`config.mk`:
```
export PLATFORM = sky130hd
export DESIGN_NAME = vga_fifo_reader
export DESIGN_NICKNAME = d
export VERILOG_FILES = /design/src/rtl/vga_timing_pkg.sv /design/src/rtl/vga_timing_gen.sv /design/src/rtl/vga_fifo_reader.sv
export SDC_FILE = /design/constraint.sdc
export NUM_CORES = 1
export LEC_CHECK = 0
export BUFFER_PORTS_ARGS = -buffer_cell sky130_fd_sc_hd__buf_4
export CAP_MARGIN = 20
export CORE_MARGIN = 5
export CORE_UTILIZATION = 47
export CTS_BUF_LIST = sky130_fd_sc_hd__clkbuf_4 sky130_fd_sc_hd__clkbuf_8
export DETAILED_ROUTE_END_ITERATION = 6
export PLACE_DENSITY_LB_ADDON = 0.25
export RECOVER_POWER = 25
export SLEW_MARGIN = 15
export SYNTH_ARGS = -nofsm -noshare
export SYNTH_HDL_FRONTEND = slang
export SYNTH_SLANG_ARGS = --single-unit
```
`constraint.sdc`:
```
create_clock -name clk_100M -period 5.6 [get_ports clk_100M]
set_input_delay 0.56 -clock clk_100M [delete_from_list [all_inputs] [get_ports clk_100M]]
set_output_delay 0.56 -clock clk_100M [all_outputs]
set_load 0.005 [all_outputs]
```
`src/rtl/vga_timing_pkg.sv`:
```
// Default VGA 640x480 raster timing, derived totals and the RGB565 colour-bar palette
// shared by the timing generator and the FIFO reader.
package vga_timing_pkg;
   localparam int CLK_DIV_DEF  = 4;
   localparam int H_ACTIVE_DEF = 640;
   localparam int H_FP_DEF     = 16;
   localparam int H_SYNC_DEF   = 96;
   localparam int H_BP_DEF     = 48;
   localparam int V_ACTIVE_DEF = 480;
   localparam int V_FP_DEF     = 10;
   localparam int V_SYNC_DEF   = 2;
   localparam int V_BP_DEF     = 33;
   localparam int H_TOTAL_DEF  = H_ACTIVE_DEF + H_FP_DEF + H_SYNC_DEF + H_BP_DEF;
   localparam int V_TOTAL_DEF  = V_ACTIVE_DEF + V_FP_DEF + V_SYNC_DEF + V_BP_DEF;

   localparam logic [15:0] RGB_WHITE   = 16'hFFFF;
   localparam logic [15:0] RGB_YELLOW  = 16'hFFE0;
   localparam logic [15:0] RGB_CYAN    = 16'h07FF;
   localparam logic [15:0] RGB_GREEN   = 16'h07E0;
   localparam logic [15:0] RGB_MAGENTA = 16'hF81F;
   localparam logic [15:0] RGB_RED     = 16'hF800;
   localparam logic [15:0] RGB_BLUE    = 16'h001F;
   localparam logic [15:0] RGB_BLACK   = 16'h0000;

   function automatic logic [15:0] bar_colour(input logic [2:0] idx);
      case (idx)
         3'd0:    return RGB_WHITE;
         3'd1:    return RGB_YELLOW;
         3'd2:    return RGB_CYAN;
         3'd3:    return RGB_GREEN;
         3'd4:    return RGB_MAGENTA;
         3'd5:    return RGB_RED;
         3'd6:    return RGB_BLUE;
         default: return RGB_BLACK;
      endcase
   endfunction
endpackage

```
`src/rtl/vga_timing_gen.sv`:
```
// Pixel clock-enable divider plus horizontal/vertical raster counters with
// active-area and sync-region decode.
module vga_timing_gen
   import vga_timing_pkg::*;
#(
   parameter int CLK_DIV  = CLK_DIV_DEF,
   parameter int H_ACTIVE = H_ACTIVE_DEF,
   parameter int H_FP     = H_FP_DEF,
   parameter int H_SYNC   = H_SYNC_DEF,
   parameter int H_BP     = H_BP_DEF,
   parameter int V_ACTIVE = V_ACTIVE_DEF,
   parameter int V_FP     = V_FP_DEF,
   parameter int V_SYNC   = V_SYNC_DEF,
   parameter int V_BP     = V_BP_DEF
) (
   input  logic        clk_100M,
   input  logic        rst_100i,
   output logic        pix_ce,
   output logic [10:0] h_cnt,
   output logic [9:0]  v_cnt,
   output logic        active,
   output logic        hs_region,
   output logic        vs_region
);
   localparam int H_TOTAL = H_ACTIVE + H_FP + H_SYNC + H_BP;
   localparam int V_TOTAL = V_ACTIVE + V_FP + V_SYNC + V_BP;

   localparam logic [3:0]  DIV_LAST = 4'(CLK_DIV - 1);
   localparam logic [10:0] H_LAST   = 11'(H_TOTAL - 1);
   localparam logic [9:0]  V_LAST   = 10'(V_TOTAL - 1);
   localparam logic [10:0] H_ACT    = 11'(H_ACTIVE);
   localparam logic [9:0]  V_ACT    = 10'(V_ACTIVE);
   localparam logic [10:0] HS_START = 11'(H_ACTIVE + H_FP);
   localparam logic [10:0] HS_END   = 11'(H_ACTIVE + H_FP + H_SYNC);
   localparam logic [9:0]  VS_START = 10'(V_ACTIVE + V_FP);
   localparam logic [9:0]  VS_END   = 10'(V_ACTIVE + V_FP + V_SYNC);

   logic [3:0] div_cnt;

   // Gated by reset so no pop or frame pulse can leak out while held in reset.
   assign pix_ce    = rst_100i && (div_cnt == DIV_LAST);
   assign active    = (h_cnt < H_ACT) && (v_cnt < V_ACT);
   assign hs_region = (h_cnt >= HS_START) && (h_cnt < HS_END);
   assign vs_region = (v_cnt >= VS_START) && (v_cnt < VS_END);

   always_ff @(posedge clk_100M) begin
      if (!rst_100i) begin
         div_cnt <= '0;
         h_cnt   <= '0;
         v_cnt   <= '0;
      end else begin
         div_cnt <= (div_cnt == DIV_LAST) ? 4'd0 : div_cnt + 4'd1;
         if (pix_ce) begin
            if (h_cnt == H_LAST) begin
               h_cnt <= '0;
               v_cnt <= (v_cnt == V_LAST) ? 10'd0 : v_cnt + 10'd1;
            end else begin
               h_cnt <= h_cnt + 11'd1;
            end
         end
      end
   end
endmodule

```
`src/rtl/vga_fifo_reader.sv`:
```
// VGA display-side FIFO consumer: pops one RGB565 word per active pixel and drives sync/DE/RGB.
// Build option VGA_TESTPAT_EN adds a test_mode colour-bar source that bypasses the FIFO.
module vga_fifo_reader
   import vga_timing_pkg::*;
#(
   parameter int CLK_DIV  = CLK_DIV_DEF,
   parameter int H_ACTIVE = H_ACTIVE_DEF,
   parameter int H_FP     = H_FP_DEF,
   parameter int H_SYNC   = H_SYNC_DEF,
   parameter int H_BP     = H_BP_DEF,
   parameter int V_ACTIVE = V_ACTIVE_DEF,
   parameter int V_FP     = V_FP_DEF,
   parameter int V_SYNC   = V_SYNC_DEF,
   parameter int V_BP     = V_BP_DEF
) (
   input  logic        clk_100M,
   input  logic        rst_100i,
   input  logic [15:0] data_vga,
   input  logic        fifo_rdempty,
   input  logic        test_mode,
   output logic        vga_rdfifo,
   output logic        vga_hs,
   output logic        vga_vs,
   output logic        vga_de,
   output logic [15:0] vga_rgb,
   output logic        frame_start,
   output logic        underflow_o
);
   logic        pix_ce, active, hs_region, vs_region;
   logic [10:0] h_cnt;
   logic [9:0]  v_cnt;
   logic        tp_sel;
   logic [15:0] tp_rgb;

   vga_timing_gen #(
      .CLK_DIV(CLK_DIV), .H_ACTIVE(H_ACTIVE), .H_FP(H_FP), .H_SYNC(H_SYNC), .H_BP(H_BP),
      .V_ACTIVE(V_ACTIVE), .V_FP(V_FP), .V_SYNC(V_SYNC), .V_BP(V_BP)
   ) u_timing (
      .clk_100M (clk_100M),
      .rst_100i (rst_100i),
      .pix_ce   (pix_ce),
      .h_cnt    (h_cnt),
      .v_cnt    (v_cnt),
      .active   (active),
      .hs_region(hs_region),
      .vs_region(vs_region)
   );

`ifdef VGA_TESTPAT_EN
   logic [2:0] bar_idx;
   assign bar_idx = 3'((int'(h_cnt) * 8) / H_ACTIVE);
   assign tp_sel  = test_mode;
   assign tp_rgb  = bar_colour(bar_idx);
`else
   logic unused_test_mode;
   assign unused_test_mode = test_mode;
   assign tp_sel = 1'b0;
   assign tp_rgb = 16'h0000;
`endif

   logic pop, starve;
   assign pop         = pix_ce && active && !fifo_rdempty && !tp_sel;
   assign starve      = pix_ce && active && fifo_rdempty && !tp_sel;
   assign vga_rdfifo  = pop;
   assign frame_start = pix_ce && (h_cnt == 11'd0) && (v_cnt == 10'd0);

   // Pixel attributes wait one clk in this stage so they meet the FIFO read data.
   logic        ce_d, pop_d, act_d, hs_d, vs_d, tp_d;
   logic [15:0] tp_rgb_d;

   always_ff @(posedge clk_100M) begin
      if (!rst_100i) begin
         ce_d        <= 1'b0;
         pop_d       <= 1'b0;
         act_d       <= 1'b0;
         hs_d        <= 1'b1;
         vs_d        <= 1'b1;
         tp_d        <= 1'b0;
         tp_rgb_d    <= '0;
         vga_hs      <= 1'b1;
         vga_vs      <= 1'b1;
         vga_de      <= 1'b0;
         vga_rgb     <= '0;
         underflow_o <= 1'b0;
      end else begin
         ce_d <= pix_ce;
         if (pix_ce) begin
            pop_d    <= pop;
            act_d    <= active;
            hs_d     <= !hs_region;
            vs_d     <= !vs_region;
            tp_d     <= tp_sel;
            tp_rgb_d <= tp_rgb;
         end
         if (ce_d) begin
            vga_hs <= hs_d;
            vga_vs <= vs_d;
            vga_de <= act_d;
            if (!act_d)
               vga_rgb <= '0;
            else if (pop_d)
               vga_rgb <= data_vga;
            else if (tp_d)
               vga_rgb <= tp_rgb_d;
            else
               vga_rgb <= '0;
         end
         // A starve on pixel (0,0) must survive the frame-start clear.
         if (starve)
            underflow_o <= 1'b1;
         else if (frame_start)
            underflow_o <= 1'b0;
      end
   end
endmodule

```
==> results.yml, run 1 <==
outcome:
  outcome: "complete, no violations"
power_and_ir_drop:
  leakage_nw: 1.04
  ir_drop_mv: 0.157
  power.density_nw_per_um2: 220
  total_power_mw: 0.597
sta:
  fin_tns_setup_ns: 0
  period_share_pct: 47.1
  setup_viol: 0
  rsz0062_at_grt: "false"
  slew_viol_final: 0
  skew_ns: 0.0103
  fmax_mhz: 379
  fin_ws_ns: 2.96
  worstMarginPinSlew_ns: 1.13
  slew_headroom_pct: 24.3
  fin_crit_ns: 2.64
  hold_viol_final: 0
  hold_slack_ns: 0.455
route:
  routedWlPerCell_um: 13.2
  route.detailed.drc: 0
  dr_total_vias: 1908
  vias_per_cell: 5.20
  drtIter0Drc: 146
  drtAntennaViolNets: 0
  finalWirelength_um: 4830
  dr.pass1.iters: 4
hold_path:
  holdPathStages: 1
  min_to: "u_timing.div_cnt[0]"
  min_path_type: "register to register"
  min_from: "u_timing.div_cnt[0]"
placed_design:
  place_congestion: 0.859
  io_buffers: 40
  place_area_sq_um: 2630
  place_inst: 360
  hpwlAfterDp_um: 3440
  preCtsSetupSlack_ns: 2.97
synth:
  synth_area_leaders: "dfxtp_1 (44%), nor2b_1 (9.3%), a21oi_1 (5.4%)"
  synth_enable_flop_cells: 0
  yosysSeqAreaShare_pct: 43.5
  yosysTopAreaCellShare_pct: 43.5
  synthFlopType: "dfxtp_1"
  synth_top_cell_by_area: "dfxtp_1"
  syn_area_sq_um: 2300
  postSynthCellCount: 266
  ys_top_cells_by_count: "dfxtp_1 (50), nor2b_1 (34), a21oi_1 (25)"
  synth_area_per_cell_sq_um: 8.64
  syn_nets: 292
  synth-async-reset-ratio_pct: 0
  synth_cell_types: 44
  synth.most_common_cell: "dfxtp_1"
  synth_warnings: 0
  ys_ff_latch: 50
clock_network:
  cts_tree: "done"
  cts_hold_buf: 0
  clk_path_buf_depth: 2
  cts_max_level: 2
  cts_setup_buffers: 0
  clockRootBuffer: "clkbuf_8"
  clk_latency_ns: 0.30
  cts_buffers: 5
  cts_resized: 0
  clkSinkCount: 50
  path_clk_slew_ns: 0.09
layout:
  design_area_sq_um: 2710
  fin_cells: 367
  nets: 326
  area_delta_synth_final_pct: 17.9
  drive_above_1_share_pct: 17.3
  fin_util_pct: 57.4
  antenna_cells: 0
worst_setup_path:
  worst_setup_path_start_kind: "register"
  cp-end-kind: "primary output"
  crit_arrival_ns: 2.08
  reg2reg_slack_ns: 3.16
  r2r_cells: 5
  worstSetupPathType: "register to primary output"
  worst_r2r_startpoint: "u_timing.div_cnt[0]"
  slowest_stage: "dfxtp_1"
  crit_chain: "ha_1 -> nand4bb_1 -> inv_1 -> nand4_1 -> nor2_1 -> buf_4"
  worstPathMaxFanout: 12
  required_ns: 5.04
  max_stage_delay_ns: 0.37
  reg2reg_to: "u_timing.v_cnt[2]"
  critPathLaunch: "u_timing.div_cnt[0]"
grt:
  grt_pass1_vias: 1681
  grt_util_all_layers_pct: 15.5
  overflow: 0
  grt_pass1_wl_um: 7890
  antenna_found_initial: 0
  grt_max_degree: 37
run:
  maxCapViolations: 0
floorplan:
  dieArea_sq_um: 6390
  start_util_pct: 48.7
  die_w_um: 79.9
  io_pins: 42
  row_count: 25
  coreArea_sq_um: 4720
  die_y_um: 79.9
routing by layer:
layer	global-route usage, %	vias up	wire length (um)
li1	-	997	-
met1	22.2	879	2460
met2	23.0	28	2170
met3	3.39	4	161
met4	5.07	0	48
met5	0	-	0
sequential cells by signal, indices dropped and copies added, names as in the netlist:
register and cells:
vga_vs 1, vga_rgb 16, ce_d 1, act_d 1, u_timing.v_cnt 10, hs_d 1, vga_hs 1, u_timing.h_cnt 11
u_timing.div_cnt 4, vs_d 1, pop_d 1, vga_de 1, underflow_o 1
cell type report:
| class | count | area [sq um] |
|---|---|---|
| multi-input cells | 196 | 1220 |
| well taps | 67 | 83.8 |
| repair buffers | 40 | 297 |
| flip-flops and latches | 50 | 1000 |
| clock buffers | 5 | 68.8 |
| clock inverters | 2 | 13.8 |
| inverters | 7 | 26.3 |
| fillers | 452 | 2010 |
power breakdown:
part / switching [mW] / internal [mW]
registers: 0.00423 / 0.359
logic: 0.0141 / 0.0163
clock network: 0.117 / 0.0865
cells by family (layout without fill, tap and decap cells):
family	count (synthesis)	after routing	synth area share [%]
xor+xnor	9	9	3.43
fa+ha+maj	6	6	3.27
mux	3	3	1.31
compound gates	49	49	12.2
simple gates	129	129	32.8
flops	50	50	43.5
buf+inv	20	54	3.38
worst max-delay path: cells and delay by family, from the launching register on:
family	cells	cell delay (ns)
buf+inv	2	0.50
simple gates	3	0.70
flops	1	0.37
fa+ha+maj	1	0.22
cell usage in the layout, fill, tap and decap left out, types with 2 or more instances in the layout:
cell type   n
a21oi_1    25
nand2_1    18
xnor2_1     2
buf_4      25
nor2b_1    34
clkbuf_4   14
xor2_1      7
inv_1       7
o21ai_0    10
or3_1       7
o21a_1      3
a21boi_0    2
nor4_1      3
o31ai_1     2
nand3_1    11
ha_1        6
dfxtp_1    50
nand3b_1    3
clkbuf_8    5
mux2i_1     3
nand4_1    11
and2_1      4
nor2_1     13
and3_1      6
nor3_1      5
worst max-delay path by stage:
stage                                    to  cells after the start
after detailed placement         vga_rdfifo                      6
after floorplan           u_timing.v_cnt[8]                      6
after CTS                        vga_rdfifo                      6
after global routing             vga_rdfifo                      6
after global placement           vga_rdfifo                      6
final                            vga_rdfifo                      6
No activity file was read; power rests on OpenSTA's default activity.
==> inputs of run 2 (changes only) <==
--- a/config.mk
+++ b/config.mk
@@ -5,6 +5,7 @@
 export SDC_FILE = /design/constraint.sdc
 export NUM_CORES = 1
 export LEC_CHECK = 0
+export ABC_AREA = 1
 export BUFFER_PORTS_ARGS = -buffer_cell sky130_fd_sc_hd__buf_4
 export CAP_MARGIN = 20
 export CORE_MARGIN = 5
==> constraint.sdc (replaced) <==
create_clock -name clk_100M -period 2.4 [get_ports clk_100M]
set_input_delay 0.24 -clock clk_100M [delete_from_list [all_inputs] [get_ports clk_100M]]
set_output_delay 0.24 -clock clk_100M [all_outputs]
set_load 0.005 [all_outputs]
==> run 2 against run 1 <==
First-iteration DRC count fell by 20%. Largest power group unchanged. Highest routed layer unchanged. Synthesized area rose by 2.7%. Design area up 4.2%. Sequential share of layout area down 1.5 points. Largest cell class unchanged. Die area increased by 2.3%. Via count rose by 13%.
==> results.yml, run 2 <==
clock_network:
  clk_latency_ns: 0.30
  clkSinkCount: 50
  path_clk_slew_ns: 0.09
  cts_buffers: 5
  clk_path_buf_depth: 2
  cts_resized: 0
  cts_tree: "done"
  cts_hold_buf: 0
  cts_setup_buffers: 0
  cts_max_level: 2
  clockRootBuffer: "clkbuf_8"
synth:
  yosysSeqAreaShare_pct: 42.4
  syn_nets: 352
  yosysTopAreaCellShare_pct: 42.4
  postSynthCellCount: 326
  ys_top_cells_by_count: "nand2_1 (67), nor2_1 (59), dfxtp_1 (50)"
  ys_ff_latch: 50
  synthFlopType: "dfxtp_1"
  synth_warnings: 0
  synth_area_leaders: "dfxtp_1 (42%), nand2_1 (11%), nor2_1 (9.4%)"
  synth.most_common_cell: "nand2_1"
  synth_area_per_cell_sq_um: 7.24
  synth-async-reset-ratio_pct: 0
  synth_cell_types: 31
  syn_area_sq_um: 2360
  synth_top_cell_by_area: "dfxtp_1"
  synth_enable_flop_cells: 0
grt:
  grt_util_all_layers_pct: 17.0
  antenna_found_initial: 0
  grt_pass1_vias: 1987
  grt_pass1_wl_um: 8860
  overflow: 0
  grt_max_degree: 28
worst_setup_path:
  worstPathMaxFanout: 8
  cp.buffers_inverters: 2
  max_stage_delay_ns: 0.37
  reg2reg_to: "u_timing.v_cnt[4]"
  r2r_cells: 8
  crit_chain: "ha_1 -> nand4_4 -> nor2_1 -> nand3b_1 -> inv_1 -> buf_4"
  worst_setup_path_start_kind: "register"
  slowest_stage: "dfxtp_1"
  worstSetupPathType: "register to primary output"
  worst_r2r_startpoint: "u_timing.div_cnt[0]"
  cp_num_cells: 6
  critPathCapture: "vga_rdfifo"
  cp_top_family: "simple AND/OR/NAND/NOR gates"
  cp-end-kind: "primary output"
  crit_arrival_ns: 1.71
  critPathLaunch: "u_timing.div_cnt[0]"
  reg2reg_slack_ns: 0.68
  required_ns: 2.16
layout:
  drive_above_1_share_pct: 15.7
  final_common_cell: "nand2_1"
  regMostFlops: "vga_rgb"
  largest_reg_flops: 16
  area_delta_synth_final_pct: 19.6
  layout_common_cells: "nand2_1 (67), nor2_1 (59), dfxtp_1 (50), inv_1 (40), buf_4 (23)"
  largestRegisters: "vga_rgb: 16 flops, u_timing.h_cnt: 11 flops, u_timing.v_cnt: 10 flops"
  nets: 395
  fin_cells: 437
  antenna_cells: 0
floorplan:
  dieArea_sq_um: 6540
  row_count: 25
  die_w_um: 80.9
  die_y_um: 80.9
  start_util_pct: 49.3
  coreArea_sq_um: 4790
  io_pins: 42
placed_design:
  place_congestion: 0.861
  place_inst: 429
  io_buffers: 40
  hpwlAfterDp_um: 3720
sta:
  fin_crit_ns: 1.95
  setup_viol: 0
  fmax_mhz: 512
  slew_viol_final: 0
  worstMarginPinSlew_ns: 0.505
  slew_headroom_pct: 66.1
  fin_tns_setup_ns: 0
  hold_slack_ns: 0.167
  skew_ns: 0.00534
  rsz0062_at_grt: "false"
  period_share_pct: 81.4
  hold_viol_final: 0
outcome:
  outcome: "complete, no violations"
power_and_ir_drop:
  power.density_nw_per_um2: 544
  ir_drop_mv: 0.326
  total_power_mw: 1.54
  leakage_nw: 1.20
run:
  maxCapViolations: 0
route:
  routedWlPerCell_um: 11.5
  vias_per_cell: 4.92
  dr.pass1.iters: 4
  finalWirelength_um: 5050
  dr_total_vias: 2148
  route.detailed.drc: 0
  drtAntennaViolNets: 0
  drtIter0Drc: 117
hold_path:
  min_path_type: "primary input to register"
[run 2: cell count changes in the layout (fill, tap and decap cells not counted), sizes merged, moves of 4 or more]
cell	delta
nor2	+52
nand2	+50
inv	+34
nor2b	-34
a22oi	+16
a21oi	-10
nand3	+10
or3	-8
and3	-7
and2	-5
xor2	-5
clkbuf	+4
[run 2: metrics by stage]
step | setup slack, ns | util [%] | area [sq um]
after floorplan | 0.971 | - | 2360
after global placement | 0.711 | 56.9 | 2720
after detailed placement | 0.689 | 56.9 | 2720
after CTS | 0.430 | 59.3 | 2840
after global routing | 0.286 | 59.0 | 2820
final | 0.446 | 59.0 | 2820
[run 2: worst register-to-register path: stages (launching register included)]
cell and delay [ns]:
dfxtp_1 0.37, ha_1 0.25, nand3_1 0.22, nor2_8 0.27, nand3_4 0.17, nand2_4 0.15, o21ai_0 0.10, nand2_1 0.06
inv_1 0.03
[run 2: cell type report]
cell class	count	area, sq um
inverter	44	168
fill	454	1960
timing repair buffer	41	293
sequential	50	1000
tap	67	83.8
clock inverter	2	37.5
multi-input combinational	227	1160
clock buffer	6	76.3
[run 2: kinds of logic (layout without fill, tap and decap cells)]
kind of cell / after synthesis / count (layout) / synth area share, %
fa+ha+maj: 6 / 6 / 3.18
flops: 50 / 50 / 42.4
buf+inv: 49 / 93 / 8.27
simple gates: 176 / 176 / 34.3
xor+xnor: 3 / 3 / 1.11
compound gates: 42 / 42 / 10.8
[run 2: worst min-delay path by stage]
stage | endpoint | slack (ns) | depth (start not counted) | start
2_1_floorplan | vga_hs | 0.32 | 1 | rst_100i
3_3_place_gp | u_timing.div_cnt[0] | 0.43 | 1 | u_timing.div_cnt[0]
3_5_place_dp | u_timing.div_cnt[0] | 0.44 | 1 | u_timing.div_cnt[0]
4_1_cts | vga_rgb[14] | 0.16 | 3 | data_vga[14]
5_1_grt | vga_rgb[4] | 0.16 | 3 | data_vga[4]
6_report | vga_rgb[15] | 0.17 | 3 | data_vga[15]
[run 2: power by group]
part / switching (mW) / internal, mW
registers: 0.00670 / 0.840
logic: 0.0516 / 0.0376
clock network: 0.278 / 0.322
[run 2: layer usage]
layer	up-vias	routed length [um]	track usage, %
met5	-	0	0
met2	61	2090	29.2
met3	7	382	3.88
met4	0	70	5.57
met1	939	2510	20.8
li1	1141	-	-
==> inputs of run 3 (changes only) <==
==> constraint.sdc (replaced) <==
create_clock -name clk_100M -period 1.9 [get_ports clk_100M]
set_input_delay 0.19 -clock clk_100M [delete_from_list [all_inputs] [get_ports clk_100M]]
set_output_delay 0.19 -clock clk_100M [all_outputs]
set_load 0.005 [all_outputs]
==> run 3 against run 2 <==
Total power rose by 17%. Critical path depth did not move. Register-to-register slack worse by 0.37 ns. Sequential share of layout area about the same. Final cell count up 0.23%. Non-clock buffer count up 1. Global-route usage rose by 0.16 points. Die area unchanged. Worst setup slack worse by 0.30 ns. Critical path type unchanged. Largest cell class unchanged.
==> results.yml, run 3 (same netlist as run 2, synthesis figures left out) <==
route:
  dr.pass1.iters: 4
  drtIter0Drc: 102
  route.detailed.drc: 0
  drtAntennaViolNets: 0
  dr_total_vias: 2229
  vias_per_cell: 5.09
  finalWirelength_um: 5280
  routedWlPerCell_um: 12.1
layout:
  antenna_cells: 0
  fin_cells: 438
  nets: 396
  area_delta_synth_final_pct: 19.5
  largest_reg_flops: 16
  fin_util_pct: 58.9
  regMostFlops: "vga_rgb"
  drive_above_1_share_pct: 16.7
  layout_common_cells: "nand2_1 (67), nor2_1 (58), dfxtp_1 (50), inv_1 (40), buf_4 (24)"
  final_common_cell: "nand2_1"
  largestRegisters: "vga_rgb: 16 flops, u_timing.h_cnt: 11 flops, u_timing.v_cnt: 10 flops"
floorplan:
  die_w_um: 80.9
  row_count: 25
  io_pins: 42
  die_y_um: 80.9
  start_util_pct: 49.3
  coreArea_sq_um: 4790
  dieArea_sq_um: 6540
run:
  maxCapViolations: 0
placed_design:
  hpwlAfterDp_um: 3850
  preCtsSetupSlack_ns: 0.288
  io_buffers: 40
  place_congestion: 0.851
  place_inst: 430
power_and_ir_drop:
  netSwitchingPower_mw: 0.432
  clockPowerShare_pct: 34.2
  ir_drop_mv: 0.322
  p_comb_share_pct: 6.4
  pwr-share-seq_pct: 59.4
  cell_internal_pwr_mw: 1.37
  power.density_nw_per_um2: 639
  switching_share_pct: 24.0
  leakage_nw: 1.20
sta:
  setup_viol: 0
  rsz0062_at_grt: "false"
  fin_tns_setup_ns: 0
  slew_viol_final: 0
  fmax_mhz: 569
  slew_headroom_pct: 65.9
  skew_ns: 0.00533
  fin_ws_ns: 0.143
  fin_crit_ns: 1.76
  worstMarginPinSlew_ns: 0.509
  hold_viol_final: 0
  period_share_pct: 92.5
outcome:
  outcome: "complete, no violations"
worst_setup_path:
  slowest_stage: "dfxtp_1"
  crit_arrival_ns: 1.57
  crit_chain: "ha_2 -> nand4_4 -> nor2_4 -> nand3b_1 -> inv_1 -> buf_4"
  worstPathMaxFanout: 8
  cp-end-kind: "primary output"
  worst_setup_path_start_kind: "register"
  required_ns: 1.71
  max_stage_delay_ns: 0.36
  worstSetupPathType: "register to primary output"
clock_network:
  path_clk_slew_ns: 0.09
  clk_latency_ns: 0.30
  clkSinkCount: 50
  cts_buffers: 5
  clk_path_buf_depth: 2
  cts_max_level: 2
  cts_hold_buf: 0
  cts_tree: "done"
  clockRootBuffer: "clkbuf_8"
grt:
  grt_util_all_layers_pct: 17.1
  antenna_found_initial: 0
  overflow: 0
  grt_pass1_vias: 2051
  grt_pass1_wl_um: 8870
  grt_max_degree: 28
hold_path:
  min_path_type: "primary input to register"
## run 3: changes by cell type in the layout (fill, tap and decap cells not counted)
cell / change
ha_2: +1
clkbuf_1: -1
nor2_4: +1
nor2_1: -1
clkinv_2: +1
clkinv_4: +1
bufinv_16: -1
buf_4: +1
ha_1: -1
## run 3: worst paths after layout
kind	startpoint	end	slack [ns]	cells past startpoint
worst min-delay path	data_vga[14]	vga_rgb[14]	0.12	3
worst max register to register	u_timing.div_cnt[0]	u_timing.v_cnt[9]	0.31	8
worst max-delay path	u_timing.div_cnt[0]	vga_rdfifo	0.14	6
worst min register to register	u_timing.div_cnt[0]	u_timing.div_cnt[0]	0.46	1
## run 3: metrics by stage
stage | area [sq um] | power [mW] | hold slack (ns)
floorplan | 2360 | 1.16 | 0.274
global placement | 2730 | 1.21 | 0.428
CTS | 2820 | 1.83 | 0.105
detailed placement | 2730 | 1.21 | 0.433
global route | 2820 | 1.90 | 0.107
finish | 2820 | 1.80 | 0.116
## run 3: layer usage
metal	up-vias	track usage (%)	part of all wire (%)
li1	1144	-	-
met1	1004	21.0	47
met2	72	28.7	45
met3	9	3.88	6.7
met4	0	7.43	1.9
met5	-	0	0
## run 3: power by group through the flow
stage / sequential (mW) / clock, mW / combinational [mW]
2_1_floorplan: 1.09 / 0 / 0.0641
3_3_place_gp: 1.09 / 0 / 0.115
3_5_place_dp: 1.09 / 0 / 0.117
4_1_cts: 1.07 / 0.641 / 0.118
5_1_grt: 1.07 / 0.697 / 0.130
6_report: 1.07 / 0.616 / 0.116
## run 3: cell type report
cell class,count,area (sq um)
inverters,44,168
fillers,463,1970
well taps,67,83.8
flip-flops and latches,50,1000
clock inverters,3,21.3
repair buffers,42,304
clock buffers,5,68.8
multi-input cells,227,1170
## run 3: timing repair
action	in CTS	in global routing
resized for setup	1	2
buffers inserted	0	0
pin swaps	0	1
endpoints found under the setup margin	1	2
## run 3: worst max-delay path, delay by kind of cell (launching register included)
kind / cells / cell delay (ns)
adders and majority gates: 1 / 0.23
buffers and inverters: 2 / 0.17
and+or+nand+nor: 3 / 0.50
DFF: 1 / 0.36
